### src/rtl/mat_rd_arbiter.sv
// Round-robin arbiter sharing the matrix storage read port between compute engines.
// An engine owns the port for its whole busy span; a watchdog evicts owners whose read stalls.
module mat_rd_arbiter #(
   parameter int unsigned NUM_REQ     = 3,
   parameter int unsigned DIM_WIDTH   = 3,
   parameter int unsigned DATA_WIDTH  = 8,
   parameter int unsigned TO_WIDTH    = 8,
   parameter int unsigned TIMEOUT_CYC = 200
) (
   input  logic                         clk,
   input  logic                         rst_n,
   input  logic [NUM_REQ-1:0]           req_busy,
   input  logic [NUM_REQ-1:0]           req_rd_en,
   input  logic [NUM_REQ-1:0]           req_slot_idx,
   input  logic [NUM_REQ*DIM_WIDTH-1:0] req_row_idx,
   input  logic [NUM_REQ*DIM_WIDTH-1:0] req_col_idx,
   input  logic [NUM_REQ*DIM_WIDTH-1:0] req_current_m,
   input  logic [NUM_REQ*DIM_WIDTH-1:0] req_current_n,
   output logic [NUM_REQ-1:0]           gnt,
   output logic [DATA_WIDTH-1:0]        req_elem,
   output logic [NUM_REQ-1:0]           req_elem_valid,
   output logic [NUM_REQ-1:0]           req_timeout,
   output logic                         rd_en,
   output logic                         rd_slot_idx,
   output logic [DIM_WIDTH-1:0]         rd_row_idx,
   output logic [DIM_WIDTH-1:0]         rd_col_idx,
   output logic [DIM_WIDTH-1:0]         rd_current_m,
   output logic [DIM_WIDTH-1:0]         rd_current_n,
   input  logic [DATA_WIDTH-1:0]        rd_elem,
   input  logic                         rd_elem_valid,
   output logic                         arb_busy
);

   localparam int unsigned PTR_W = (NUM_REQ > 2) ? $clog2(NUM_REQ) : 1;
   localparam int unsigned FLD_W = 1 + 4 * DIM_WIDTH;
   localparam logic [TO_WIDTH-1:0] TO_LAST = TO_WIDTH'(TIMEOUT_CYC - 1);
   localparam logic [TO_WIDTH-1:0] TO_SAT  = {TO_WIDTH{1'b1}};
   localparam logic [NUM_REQ-1:0]  ONE     = NUM_REQ'(1);

   typedef enum logic {S_IDLE, S_OWN} state_t;

   typedef struct packed {
      logic                 slot;
      logic [DIM_WIDTH-1:0] row;
      logic [DIM_WIDTH-1:0] col;
      logic [DIM_WIDTH-1:0] m;
      logic [DIM_WIDTH-1:0] n;
   } rd_fields_t;

   state_t              r_state;
   logic [NUM_REQ-1:0]  r_gnt;
   logic [PTR_W-1:0]    r_owner;
   logic [PTR_W-1:0]    r_last_ptr;
   logic [NUM_REQ-1:0]  r_blocked;
   logic [NUM_REQ-1:0]  r_timeout;
   logic [TO_WIDTH-1:0] r_wdog;

   logic [NUM_REQ-1:0]  w_eligible;
   logic                w_found;
   logic [PTR_W-1:0]    w_pick;
   logic [PTR_W-1:0]    w_idx;
   logic                w_owner_busy;
   logic                w_stall;
   logic                w_expire;
   rd_fields_t          w_fld [NUM_REQ];
   rd_fields_t          w_acc [NUM_REQ+1];

   assign w_eligible   = req_busy & ~r_blocked;
   assign w_owner_busy = |(req_busy & r_gnt);
   assign w_stall      = (r_state == S_OWN) & rd_en & ~rd_elem_valid;
   // The final stalled cycle is the one that would bring the count to TIMEOUT_CYC
   assign w_expire     = w_stall & (r_wdog >= TO_LAST);

   // Round-robin pick: first eligible requester after the previous owner
   always_comb begin
      w_found = 1'b0;
      w_pick  = '0;
      w_idx   = '0;
      for (int unsigned i = 1; i <= NUM_REQ; i++) begin
         w_idx = PTR_W'((32'(r_last_ptr) + i) % NUM_REQ);
         if (!w_found && w_eligible[w_idx]) begin
            w_found = 1'b1;
            w_pick  = w_idx;
         end
      end
   end

   // AND-OR mux of the owner's address fields; all zero with no owner
   assign w_acc[0] = '0;
   for (genvar g = 0; g < NUM_REQ; g++) begin : g_mux
      assign w_fld[g] = '{slot: req_slot_idx[g],
                          row:  req_row_idx[g*DIM_WIDTH +: DIM_WIDTH],
                          col:  req_col_idx[g*DIM_WIDTH +: DIM_WIDTH],
                          m:    req_current_m[g*DIM_WIDTH +: DIM_WIDTH],
                          n:    req_current_n[g*DIM_WIDTH +: DIM_WIDTH]};
      assign w_acc[g+1] = w_acc[g] | (w_fld[g] & {FLD_W{r_gnt[g]}});
   end

   assign rd_en          = |(req_rd_en & r_gnt);
   assign rd_slot_idx    = w_acc[NUM_REQ].slot;
   assign rd_row_idx     = w_acc[NUM_REQ].row;
   assign rd_col_idx     = w_acc[NUM_REQ].col;
   assign rd_current_m   = w_acc[NUM_REQ].m;
   assign rd_current_n   = w_acc[NUM_REQ].n;

   assign req_elem       = rd_elem;
   assign req_elem_valid = r_gnt & {NUM_REQ{rd_elem_valid & rd_en}};
   assign gnt            = r_gnt;
   assign req_timeout    = r_timeout;
   assign arb_busy       = (r_state == S_OWN);

   // Ownership FSM with watchdog and per-requester timeout lockout
   always_ff @(posedge clk or negedge rst_n) begin
      if (!rst_n) begin
         r_state    <= S_IDLE;
         r_gnt      <= '0;
         r_owner    <= '0;
         r_last_ptr <= PTR_W'(NUM_REQ - 1);
         r_blocked  <= '0;
         r_timeout  <= '0;
         r_wdog     <= '0;
      end else begin
         r_timeout <= '0;
         r_wdog    <= '0;
         r_blocked <= r_blocked & req_busy;
         case (r_state)
            S_IDLE: begin
               if (w_found) begin
                  r_gnt   <= ONE << w_pick;
                  r_owner <= w_pick;
                  r_state <= S_OWN;
               end
            end
            S_OWN: begin
               if (!w_owner_busy) begin
                  r_gnt      <= '0;
                  r_last_ptr <= r_owner;
                  r_state    <= S_IDLE;
               end else if (w_expire) begin
                  r_timeout  <= r_gnt;
                  r_blocked  <= (r_blocked & req_busy) | r_gnt;
                  r_gnt      <= '0;
                  r_last_ptr <= r_owner;
                  r_state    <= S_IDLE;
               end else if (w_stall) begin
                  r_wdog <= (r_wdog == TO_SAT) ? r_wdog : r_wdog + TO_WIDTH'(1);
               end
            end
            default: r_state <= S_IDLE;
         endcase
      end
   end

endmodule

### config.mk
export PLATFORM = sky130hd
export DESIGN_NAME = mat_rd_arbiter
export DESIGN_NICKNAME = d
export VERILOG_FILES = /design/src/rtl/mat_rd_arbiter.sv
export SDC_FILE = /design/constraint.sdc
export NUM_CORES = 1
export LEC_CHECK = 0
export BUFFER_PORTS_ARGS = -buffer_cell sky130_fd_sc_hd__buf_4
export CAP_MARGIN = 25
export CORE_ASPECT_RATIO = 1.4
export CORE_MARGIN = 1.5
export CORE_UTILIZATION = 49
export CTS_BUF_LIST = sky130_fd_sc_hd__clkbuf_8
export DETAILED_ROUTE_END_ITERATION = 8
export GPL_TIMING_DRIVEN = 1
export PLACE_DENSITY_LB_ADDON = 0.05
export RECOVER_POWER = 100
export SLEW_MARGIN = 20
export SYNTH_ARGS = -nofsm -noshare
export SYNTH_HDL_FRONTEND = slang
export SYNTH_SLANG_ARGS = --single-unit
### constraint.sdc
create_clock -name clk -period 6 [get_ports clk]
set_input_delay 0.6 -clock clk [delete_from_list [all_inputs] [get_ports clk]]
set_output_delay 0.6 -clock clk [all_outputs]
set_load 0.05 [all_outputs]
==> run summary, run 1 <==
The run finished with clean final reports. The average detailed-routed wire length per instance is 14.8 microns. In this run the vertical extent of the chip is 69.0 microns. The hold-critical path depth came out at 2.

The number of clock sinks seen by CTS is 22. The ratio of cells with drive above 1 in the final layout came out at 0.235. IR analysis of the VDD net gives a maximum drop of 0.278 mV. The most used flip-flop cell after synthesis is dfrtp_1. The number of instances in the synthesized netlist came out at 163. The number of cells upsized or downsized after cts came out at 0.

The register clock-pin slew on the reported worst setup and hold paths is 0.07 ns. The wire length of the first global-routing pass came out at 6.16 mm. The register-to-register setup slack is 3.87 ns.

The number of global-route vias before repair is 1403. The total routing resource utilization after global routing came out at 0.220. The half-perimeter wire length after detailed placement came out at 2.93 mm. The via density per instance is 5.70. The number of maximum-capacitance violations is 0. The worst register-to-register path begins at r_last_ptr[0]$_DFFE_PN0P_. The proportion of synthesized chip area in sequential cells came out at 0.361.

Hold is met by 0.493 ns. The number of vias in the routed layout came out at 1471. The overall routed net length is 3.82 mm. The total length of routed met2 wires came out at 2.05 mm. The count of endpoints failing hold in the final timing report came to 0.

The post-CTS setup buffer count is 0. The highest-delay cell along the critical path is dfrtp_1. The core area is 2910 sq um. The number of antenna violations at the first check in global routing is 0.

The number of standard-cell rows in the floorplan is 23. In this run, CTS created clock tree buffers numbering 3. The net total in the final layout came out at 282. The hold path startpoint is r_owner[1]$_DFFE_PN0P_. The total standard cell area after synthesis is 1530 sq um.

Yosys instantiated no cell more often than dfrtp_1. Subtracting the final worst setup slack from the clock period gives 2.72 ns. The total power divided by cell area is 469 nW/um^2. The detailed router finished its first iteration with 114 violations. The worst register-to-register path ends at gnt[0]$_DFFE_PN0P_. The data required time at the worst endpoint came out at 5.40 ns.

The clock insertion delay at the later pin of the skew report is 0.26 ns. For the final routed database, the setup TNS stands at 0 ns. Counting flops with an async set or reset pin after synthesis yields a share of 1.00. The max-slew violation count is 0. The hold-fix buffer count after cts came out at 0. From left edge to right edge, the die measures 50.2 microns. The setup-violating endpoint count in the final report came out at 0.

The total number of yosys warnings came out at 0. The number of port buffers is 71. At the pin with the least slew margin, the transition time is 1.14 ns.

The worst-case hold path end point is r_last_ptr[1]$_DFFE_PN1P_. The peak per-stage delay on the critical path is 0.61 ns. The kind of launch point of the worst setup path is a flip-flop. The global placer's final weighted congestion came out at 0.784. The biggest fanout along the worst timing path is 20. The leakage power is 0.928 nW.

The worst setup path is of the reg2out kind. Counting the fill cells in the layout gives 265. The number of cells on the worst reg-to-reg path came out at 7.

Sorting the synthesized cells by area gives the leading types as dfrtp_1 34%, a222oi_1 9.8%, buf_4 5.4%, inv_1 4.4%, nor2_1 3.7%. The critical path buffer and inverter count is 1. The number of flops mapped to enable cells by yosys came out at 0. The cell sitting at the root of the clock tree is a clkbuf_8.

The average footprint of a synthesized cell is 9.36 sq um. The arrival time of the worst setup path is 2.12 ns. The detailed-routing wirelength on met1 came out at 1.50 mm.

The synthesized design contains 22 register bits. The count of boundary I/O pins came out at 88. The TritonCTS clock tree is done. The detail route stage leaves a number of antenna-violating nets equal to 0. Setup repair after global routing left no endpoint under its margin. The total met3 wirelength after detailed routing is 211 microns. The effective utilization at floorplan came out at 0.525.

The area taken by multi-input logic gates came out at 753 sq um. The layout-stage area growth over the synthesis result came out at 26.4%. The maximum clock path buffer count is 2. The die covers 3460 sq um. The biggest area contributor in the post-synthesis netlist is dfrtp_1. Routed signal wires occupy layers up through met4. The critical path goes through a222oi_1 -> and2b_1 -> and2_1 -> clkbuf_1. The commonest cells after synthesis are 21 x dfrtp_1, 18 x inv_1, 15 x a222oi_1, 15 x nor2_1, 11 x buf_4. After detailed routing, the number of remaining DRC violations is 0. For the final database, setup skew stands at 0.00302 ns. The top-area cell type share of the netlist area came out at 0.344. Counting every net in the synthesized netlist gives 223. The fmax is 368 MHz. The final worst-path cycle share came out at 0.453. On the critical path the largest part of the delay comes from flip-flops. The worst pin sits at a relative slew slack of 0.241. The total global routing overflow came out at 0. In the final layout, flip-flops and latches occupy 552 sq um.

The first detailed-routing pass ran for 5 iterations. The H-tree depth came out at 1. The worst hold path belongs to the class reg2reg.

STA classifies the critical path endpoint as a primary output. The count of antenna diodes in the layout is 0. The largest net degree at the start of global routing came out at 23. The number of distinct library cells after synthesis is 43.
[placed cells by master, fill, tap and decap left out, types with 2 or more instances in the layout]
| master | n |
|---|---|
| a211oi_1 | 2 |
| a21oi_1 | 8 |
| a222oi_1 | 15 |
| buf_4 | 46 |
| a22o_1 | 4 |
| nor3b_1 | 2 |
| ha_1 | 4 |
| o2bb2ai_1 | 2 |
| or3b_1 | 2 |
| clkbuf_8 | 3 |
| o22ai_1 | 2 |
| nand2b_1 | 4 |
| nor3_1 | 7 |
| and2_0 | 3 |
| dfrtp_1 | 21 |
| nand3_1 | 3 |
| nor2_1 | 15 |
| mux2i_1 | 4 |
| nand3b_1 | 4 |
| or2b_1 | 2 |
| and2_1 | 3 |
| inv_1 | 18 |
| clkbuf_1 | 25 |
| xnor2_1 | 3 |
| nand2_1 | 5 |
[power by group]
group	internal [mW]	total, mW	switching [mW]
registers	0.174	0.232	0.0581
clock network	0.0891	0.134	0.0450
logic	0.159	0.539	0.380
[final cells by class]
class                      count  share of cell area
tap                           37              0.0240
inverter                      18              0.0350
clock inverter                 1              0.0156
sequential                    22               0.286
multi-input combinational    106               0.390
timing repair buffer          71               0.228
clock buffer                   3              0.0214
[metrics by stage]
stage / util / cell area [sq um] / total power, mW / instances / worst slack [ns]
final: 0.664 / 1930 / 0.905 / 258 / 3.28
after global routing: 0.664 / 1930 / 0.959 / 258 / 3.16
after CTS: 0.707 / 2060 / 0.980 / 258 / 3.38
after detailed placement: 0.683 / 1980 / 0.844 / 254 / 3.66
after global placement: 0.683 / 1980 / 0.830 / 254 / 3.72
after floorplan: - / 1530 / 0.703 / 163 / 3.68
[tightest hold or removal path, cell delays in order, from the launching register on]
cell and delay (ns):
dfrtp_1 0.37, inv_1 0.06, mux2i_1 0.06
[flip-flops by register name, summed over array words and instances (netlist names)]
register and cells:
r_last_ptr 2, req_timeout 3, r_owner 2, gnt 3, r_blocked 3, r_wdog 8
arb_busy 1
[worst max path at each step]
stage                        from                 to  slack [ns]  depth (start not counted)
5_1_grt        gnt[0]$_DFFE_PN0P_  req_elem_valid[0]        3.16                          4
6_report       gnt[0]$_DFFE_PN0P_  req_elem_valid[1]        3.28                          4
3_5_place_dp         req_rd_en[0]  req_elem_valid[0]        3.66                          5
2_1_floorplan  gnt[0]$_DFFE_PN0P_  req_elem_valid[0]        3.68                          4
4_1_cts        gnt[0]$_DFFE_PN0P_  req_elem_valid[0]        3.38                          4
3_3_place_gp         req_rd_en[0]  req_elem_valid[0]        3.72                          5
[logic make-up (layout without fill, tap and decap cells)]
logic type / Yosys count / after routing / share of synthesized area
muxes: 4 / 4 / 0.0262
xor gates and xnor gates: 4 / 4 / 0.0230
buffers and inverters: 35 / 93 / 0.124
DFF: 22 / 22 / 0.361
AOI/OAI and AO/OA: 39 / 39 / 0.223
and+or+nand+nor: 55 / 55 / 0.210
adders and majority gates: 4 / 4 / 0.0328
[routing by layer]
layer	track usage	vias to the layer above
met2	0.398	60
met1	0.257	698
met3	0.0238	6
met5	0	-
li1	-	707
met4	0.0833	0
No activity file was read; power rests on OpenSTA's default activity.
==> run 2: changes to the inputs <==
--- a/config.mk
+++ b/config.mk
@@ -9,7 +9,7 @@
 export CAP_MARGIN = 25
 export CORE_ASPECT_RATIO = 1.4
 export CORE_MARGIN = 1.5
-export CORE_UTILIZATION = 49
+export CORE_UTILIZATION = 45
 export CTS_BUF_LIST = sky130_fd_sc_hd__clkbuf_8
 export DETAILED_ROUTE_END_ITERATION = 8
 export GPL_TIMING_DRIVEN = 1
==> constraint.sdc (replaced) <==
create_clock -name clk -period 2.6 [get_ports clk]
set_input_delay 0.26 -clock clk [delete_from_list [all_inputs] [get_ports clk]]
set_output_delay 0.26 -clock clk [all_outputs]
set_load 0.05 [all_outputs]
==> run 2 against run 1 <==
Net effect:
- clock power increased by 75%
- via count increased by 0.34%
- clock skew increased by 0.00064 ns
- total power increased by 130%
- cell count increased by 2.3%
- global-route usage decreased by 1.0 points
- sequential power increased by 97%
- sequential share of layout area decreased by 0.55 points
- hold slack got worse by 0.24 ns
- die area increased by 8.4%
- critical path type unchanged
- largest cell class unchanged
- highest routed layer unchanged
==> run summary, run 2 (same netlist as run 1, synthesis figures left out) <==
The average detailed-routed wire length per instance is 15.2 microns. Traced cell by cell, the critical path runs through clkbuf_1 -> a222oi_1 -> inv_1 -> clkbuf_1. After floorplanning, the core was sized to cover 3180 sq um. The number of clock sinks seen by CTS is 22. The flow ran to the end, and the final reports show no timing, DRC or antenna violations. For this run, the share of the core covered by cells in the final layout is 0.618. The total routing resource utilization after global routing came out at 0.210. The ratio of cells with drive above 1 in the final layout came out at 0.262. The post-CTS setup buffer count is 0. The biggest fanout along the worst timing path came out at 17. The remaining number of nets flagged by the antenna check after routing came out at 0. The total met3 wirelength after detailed routing came out at 213 microns. The share of power burned in the clock network is 0.114.

The setup-violating endpoint count in the final report came out at 0. The peak per-stage delay on the critical path came out at 0.58 ns. The library cell appearing most often on the critical path is clkbuf_1. The endpoint kind of the worst setup timing path is a primary output. The total power divided by cell area is 1050 nW/um^2.

Excluding fillers, the count of instances in the completed layout stands at 264. The number of cells upsized or downsized after cts is 0. The buffer cell driving the clock tree root is clkbuf_8.

The largest net degree at the start of global routing is 23. The register clock-pin slew on the reported worst setup and hold paths came out at 0.07 ns. The worst voltage drop across the vdd grid is 0.764 mV. The most common library cell in the layout ignoring fill and taps is buf_4. The actual transition at the worst max-transition pin is 1.16 ns. The uppermost metal layer occupied by signal nets is met4.

The data required time at the worst endpoint is 2.34 ns. Setup repair after global routing left no endpoint under its margin. The final worst-path cycle share is 0.889. The repair_antennas step left the layout with diodes totalling 0. The remaining design rule violation count is 0.

Once detailed placement completed, the half-perimeter wirelength came to 3.15 mm. The first TritonRoute pass finished after 5 iterations. The final-layout worst hold slack is 0.250 ns. Port buffering added 71 buffers. The number of instances in the placed design is 259.

Leaving out fill and tap cells, the most frequent cells in the layout are 50 x buf_4, 24 x clkbuf_1, 21 x dfrtp_1. The max-slew violation count came to 0. After detailed routing, the total wire length is 4.00 mm.

r_wdog holds more flip-flops than any other register. The count of boundary I/O pins is 88. The global placer's final weighted congestion came out at 0.753. The critical path is of the reg2out type. The register with the most flip-flops in the layout has 8 of them. The leakage power is 0.948 nW.

The first global-routing pass estimated 6.18 mm of wire. After detailed routing, the wire length on met1 is 1.61 mm. The horizontal extent of the die is 52.2 microns.

Total power for the finished layout comes to 2.06 mW. The arrival time of the worst setup path came out at 2.05 ns. The post-route minimum period came out at 2.31 ns. The post-route setup TNS is 0 ns. For the worst-skew pair, the clock arrives at the later sink with an insertion delay of 0.25 ns. The path class of the tightest hold or removal check is in2reg.

The number of standard-cell rows in the floorplan is 24. Internal power comes to 938 uW. The number of vias in the routed layout came out at 1476. The total length of routed met2 wires came out at 2.14 mm. The net total in the final layout is 286. TritonCTS built the clock tree.

Of the total power, the share spent switching nets is 0.545. Using the TritonRoute via totals, the vias-per-cell ratio works out to 5.59. The total clock buffers created by CTS came out at 3. The number of maximum-capacitance violations came out at 0.

Counting along the longest clock path gives a buffer depth of 2. The number of antenna violations at the first check in global routing came out at 0. CTS built an H-tree with a depth of 1. The count of endpoints failing hold in the final timing report came out at 0. The hold-fix buffer count after cts came out at 1. The net switching power is 1.12 mW.

The number of global-route vias before repair is 1438. The vertical die dimension came out at 71.9 microns. The highest-delay cell along the critical path is clkbuf_1. STA classifies the critical path startpoint as a flip-flop. The total global routing overflow came out at 0. The share of total power dissipated in combinational logic is 0.665. Between clock sinks in the finished design, the worst skew comes to 0.00366 ns. The overall die area came out at 3760 sq um. Compared with the post-synthesis result, the final layout area differs by 28.9%. The remaining max-slew budget at the tightest pin is 0.225. The share of power burned in registers came out at 0.221.

The fmax is 433 MHz. The detailed router finished its first iteration with 80 violations. The initial utilization of the core area, before any placement, comes to 0.480.
[run 2: routing by layer]
| metal | track usage | vias up |
|---|---|---|
| met5 | 0 | - |
| li1 | - | 709 |
| met2 | 0.391 | 60 |
| met1 | 0.242 | 703 |
| met4 | 0.0627 | 0 |
| met3 | 0.0309 | 4 |
[run 2: worst paths after layout]
path	start	endpoint	slack [ns]	cells after the start
setup / recovery	gnt[0]$_DFFE_PN0P_	rd_row_idx[1]	0.29	4
hold / removal	req_busy[1]	r_blocked[1]$_DFF_PN0_	0.25	2
setup reg to reg	r_last_ptr[1]$_DFFE_PN1P_	gnt[0]$_DFFE_PN0P_	0.50	6
hold reg to reg	r_owner[1]$_DFFE_PN0P_	r_last_ptr[1]$_DFFE_PN1P_	0.50	2
max in group asynchronous	rst_n	r_owner[0]$_DFFE_PN0P_	1.14	2
min in group asynchronous	rst_n	req_timeout[2]$_DFF_PN0_	0.76	2
[run 2: power groups by stage]
stage                     logic, mW  clock network (mW)  registers, mW
after floorplan                1.10                   0          0.524
after global placement         1.48                   0          0.466
after detailed placement       1.51                   0          0.467
after CTS                      1.52               0.242          0.461
after global routing           1.46               0.251          0.466
final                          1.37               0.234          0.456
[run 2: final cells by class]
| cell class | instances | area [sq um] |
|---|---|---|
| Timing Repair Buffer | 75 | 475 |
| Clock buffer | 4 | 55.1 |
| Multi-Input combinational cell | 106 | 768 |
| Sequential cell | 22 | 552 |
| Inverter | 18 | 67.6 |
| Fill cell | 322 | 1220 |
| Tap cell | 39 | 48.8 |
[run 2: critical path: cells and delay by family (launching register included)]
kind                   cells  cell delay, ns
buffers and inverters      3            1.15
flip-flops                 1            0.41
AO/OA/AOI/OAI              1            0.23
[run 2: metrics by stage]
| step | area (sq um) | setup WS [ns] |
|---|---|---|
| 2_1_floorplan | 1530 | 0.623 |
| 3_3_place_gp | 2010 | 0.607 |
| 3_5_place_dp | 2010 | 0.564 |
| 4_1_cts | 2070 | 0.543 |
| 5_1_grt | 1970 | 0.203 |
| 6_report | 1970 | 0.288 |
==> run 3: changes to the inputs <==
==> constraint.sdc (replaced) <==
create_clock -name clk -period 2.4 [get_ports clk]
set_input_delay 0.24 -clock clk [delete_from_list [all_inputs] [get_ports clk]]
set_output_delay 0.24 -clock clk [all_outputs]
set_load 0.05 [all_outputs]
==> run 3 against run 2 <==
Net effect:
- combinational power up 9%
- cell area up 0.83%
- hold slack worse by 0.021 ns
- wire length down 1.0%
- non-clock buffer count unchanged
- largest cell class unchanged
- largest power group unchanged
==> run summary, run 3 (same netlist as run 1, synthesis figures left out) <==
The number of antenna diodes in the final layout is 0. The worst voltage drop across the vdd grid came out at 0.830 mV. The number of maximum-capacitance violations is 0.

The number of vias in the routed layout came out at 1451. For the final routed database, the setup TNS stands at 0 ns. Setup repair after global routing left no endpoint under its margin.

The initial utilization of the core area, before any placement, comes to 0.480. The most common library cell in the layout ignoring fill and taps is buf_4. The library cells used most frequently in the layout, excluding fill and tap cells, are 49 x buf_4, 21 x dfrtp_1, 18 x inv_1. The vertical die dimension is 71.9 microns.

On the worst path, the slowest cell contributes a delay of 0.54 ns. The average detailed-routed wire length per instance is 15.0 microns. The root buffer cell chosen for the clock tree is clkbuf_8. The first global-routing pass estimated 6.18 mm of wire.

The layout-stage area growth over the synthesis result came out at 29.9%. The total power divided by cell area came out at 1140 nW/um^2. The final core utilization is 0.623. The overall die area came out at 3760 sq um. The net count of the finished layout is 286. The maximum clock skew at final layout came out at 0.00368 ns. The register clock-pin slew on the reported worst setup and hold paths is 0.07 ns. The leakage power came out at 0.996 nW. The remaining max-slew budget at the tightest pin came out at 0.219. The post-CTS setup buffer count is 0. The area taken by multi-input logic gates came out at 768 sq um. The fmax is 477 MHz. The run finished with clean final reports. The core area came out at 3180 sq um. The count of endpoints failing hold in the final timing report came out at 0. Counting the buffers created by CTS gives 3. Data on the critical path arrives at its endpoint at 2.24 ns. The overall routed net length is 3.96 mm. Setup violations remaining at the end of the flow were counted as 0. The critical path is of the reg2reg type. The biggest fanout along the worst timing path came out at 9. The min-delay analysis places its worst path in the category in2reg.

The signal on the critical path passes through ha_1 -> or3b_1 -> a21oi_1 -> nor3_1 -> a22o_1 -> a32o_1. Of the available clock period, the critical path in the final layout requires 0.874. The cell family contributing the most delay on the critical path is compound AO/OA/AOI/OAI gates. Measured along the x axis, the die boundary spans 52.2 microns. The total routing resource utilization after global routing is 0.210.

At the worst endpoint, the required time is 2.54 ns. The number of antenna violations at the first check in global routing is 0. The number of fill cells is 321.

The area taken by flip-flops and latches is 552 sq um. TritonCTS built the clock tree. The max-slew violation count is 0. The clock insertion delay at the later pin of the skew report is 0.25 ns.

The ratio of cells with drive above 1 in the final layout came out at 0.329. The maximum clock path buffer count came out at 2. The number of port buffers is 71. Together, buffers and inverters on the worst path number 0. The number of standard-cell rows in the floorplan came out at 24.

The post-route minimum period came out at 2.10 ns. The number of clock sinks seen by CTS came out at 22. STA classifies the critical path startpoint as a flip-flop. The remaining design rule violation count is 0. The global placer's final weighted congestion is 0.753. Post-CTS repair changed the size of 0 cells. The count of boundary I/O pins is 88. The number of design-rule violations left by the first detailed-router iteration is 76. The slowest stage of the critical path is the dfstp_2 cell. The largest net degree at the start of global routing came out at 23. The H-tree depth came out at 1. Global routing finished with a remaining overflow of 0. The iteration count of the initial detailed-routing pass came out at 4. The via density per instance came out at 5.50. The half-perimeter wire length after detailed placement is 3.15 mm.

The flip-flop count of the largest register, all copies and words added is 8. The register with the most flip-flops is r_wdog. The endpoint kind of the worst setup timing path is a flip-flop. The number of global-route vias before repair is 1438. The remaining number of nets flagged by the antenna check after routing came out at 0.

At the pin with the least slew margin, the transition time is 1.17 ns.
-- run 3: cell types whose count changed in the layout (fill, tap and decap cells not counted) --
cell      change
buf_4         -1
clkbuf_1     -15
clkbuf_2     +16
-- run 3: where the power goes --
| group | switching, mW | internal [mW] |
|---|---|---|
| sequential | 0.0578 | 0.436 |
| clock | 0.108 | 0.146 |
| combinational | 1.05 | 0.456 |
-- run 3: repair_timing --
action,4_1_cts,5_1_grt
hold endpoints to repair,21,0
endpoints found under the setup margin,0,0
hold buffers,1,0
-- run 3: per-stage QoR --
stage	hold slack (ns)	cell area [sq um]	cells	power, mW	setup WS [ns]
floorplan	-0.0556	1530	163	1.76	0.443
global placement	0.135	2010	259	2.11	0.407
detailed placement	0.141	2010	259	2.14	0.364
CTS	0.226	2070	264	2.40	0.343
global route	0.227	1980	264	2.38	0.131
finish	0.229	1980	264	2.25	0.302
-- run 3: worst paths after layout --
kind / end / slack [ns] / from / depth (start not counted)
min in group asynchronous: r_wdog[5]$_DFFE_PN0P_ / 0.75 / rst_n / 2
setup / recovery: gnt[0]$_DFFE_PN0P_ / 0.30 / r_last_ptr[1]$_DFFE_PN1P_ / 6
max in group asynchronous: r_wdog[1]$_DFFE_PN0P_ / 0.95 / rst_n / 2
setup reg to reg: gnt[0]$_DFFE_PN0P_ / 0.30 / r_last_ptr[1]$_DFFE_PN1P_ / 6
hold / removal: r_blocked[1]$_DFF_PN0_ / 0.23 / req_busy[1] / 2
hold reg to reg: r_last_ptr[1]$_DFFE_PN1P_ / 0.50 / r_owner[1]$_DFFE_PN0P_ / 2
-- run 3: layout make-up --
type,count,area share
multi-input cells,106,0.387
clock buffers,4,0.0278
inverters,18,0.0341
flip-flops and latches,22,0.278
repair buffers,75,0.248
well taps,39,0.0246
-- run 3: layer usage --
layer / wire, microns / track usage
met1: 1600 / 0.242
met4: 19 / 0.0627
met5: 0 / 0
met2: 2150 / 0.391
met3: 190 / 0.0309
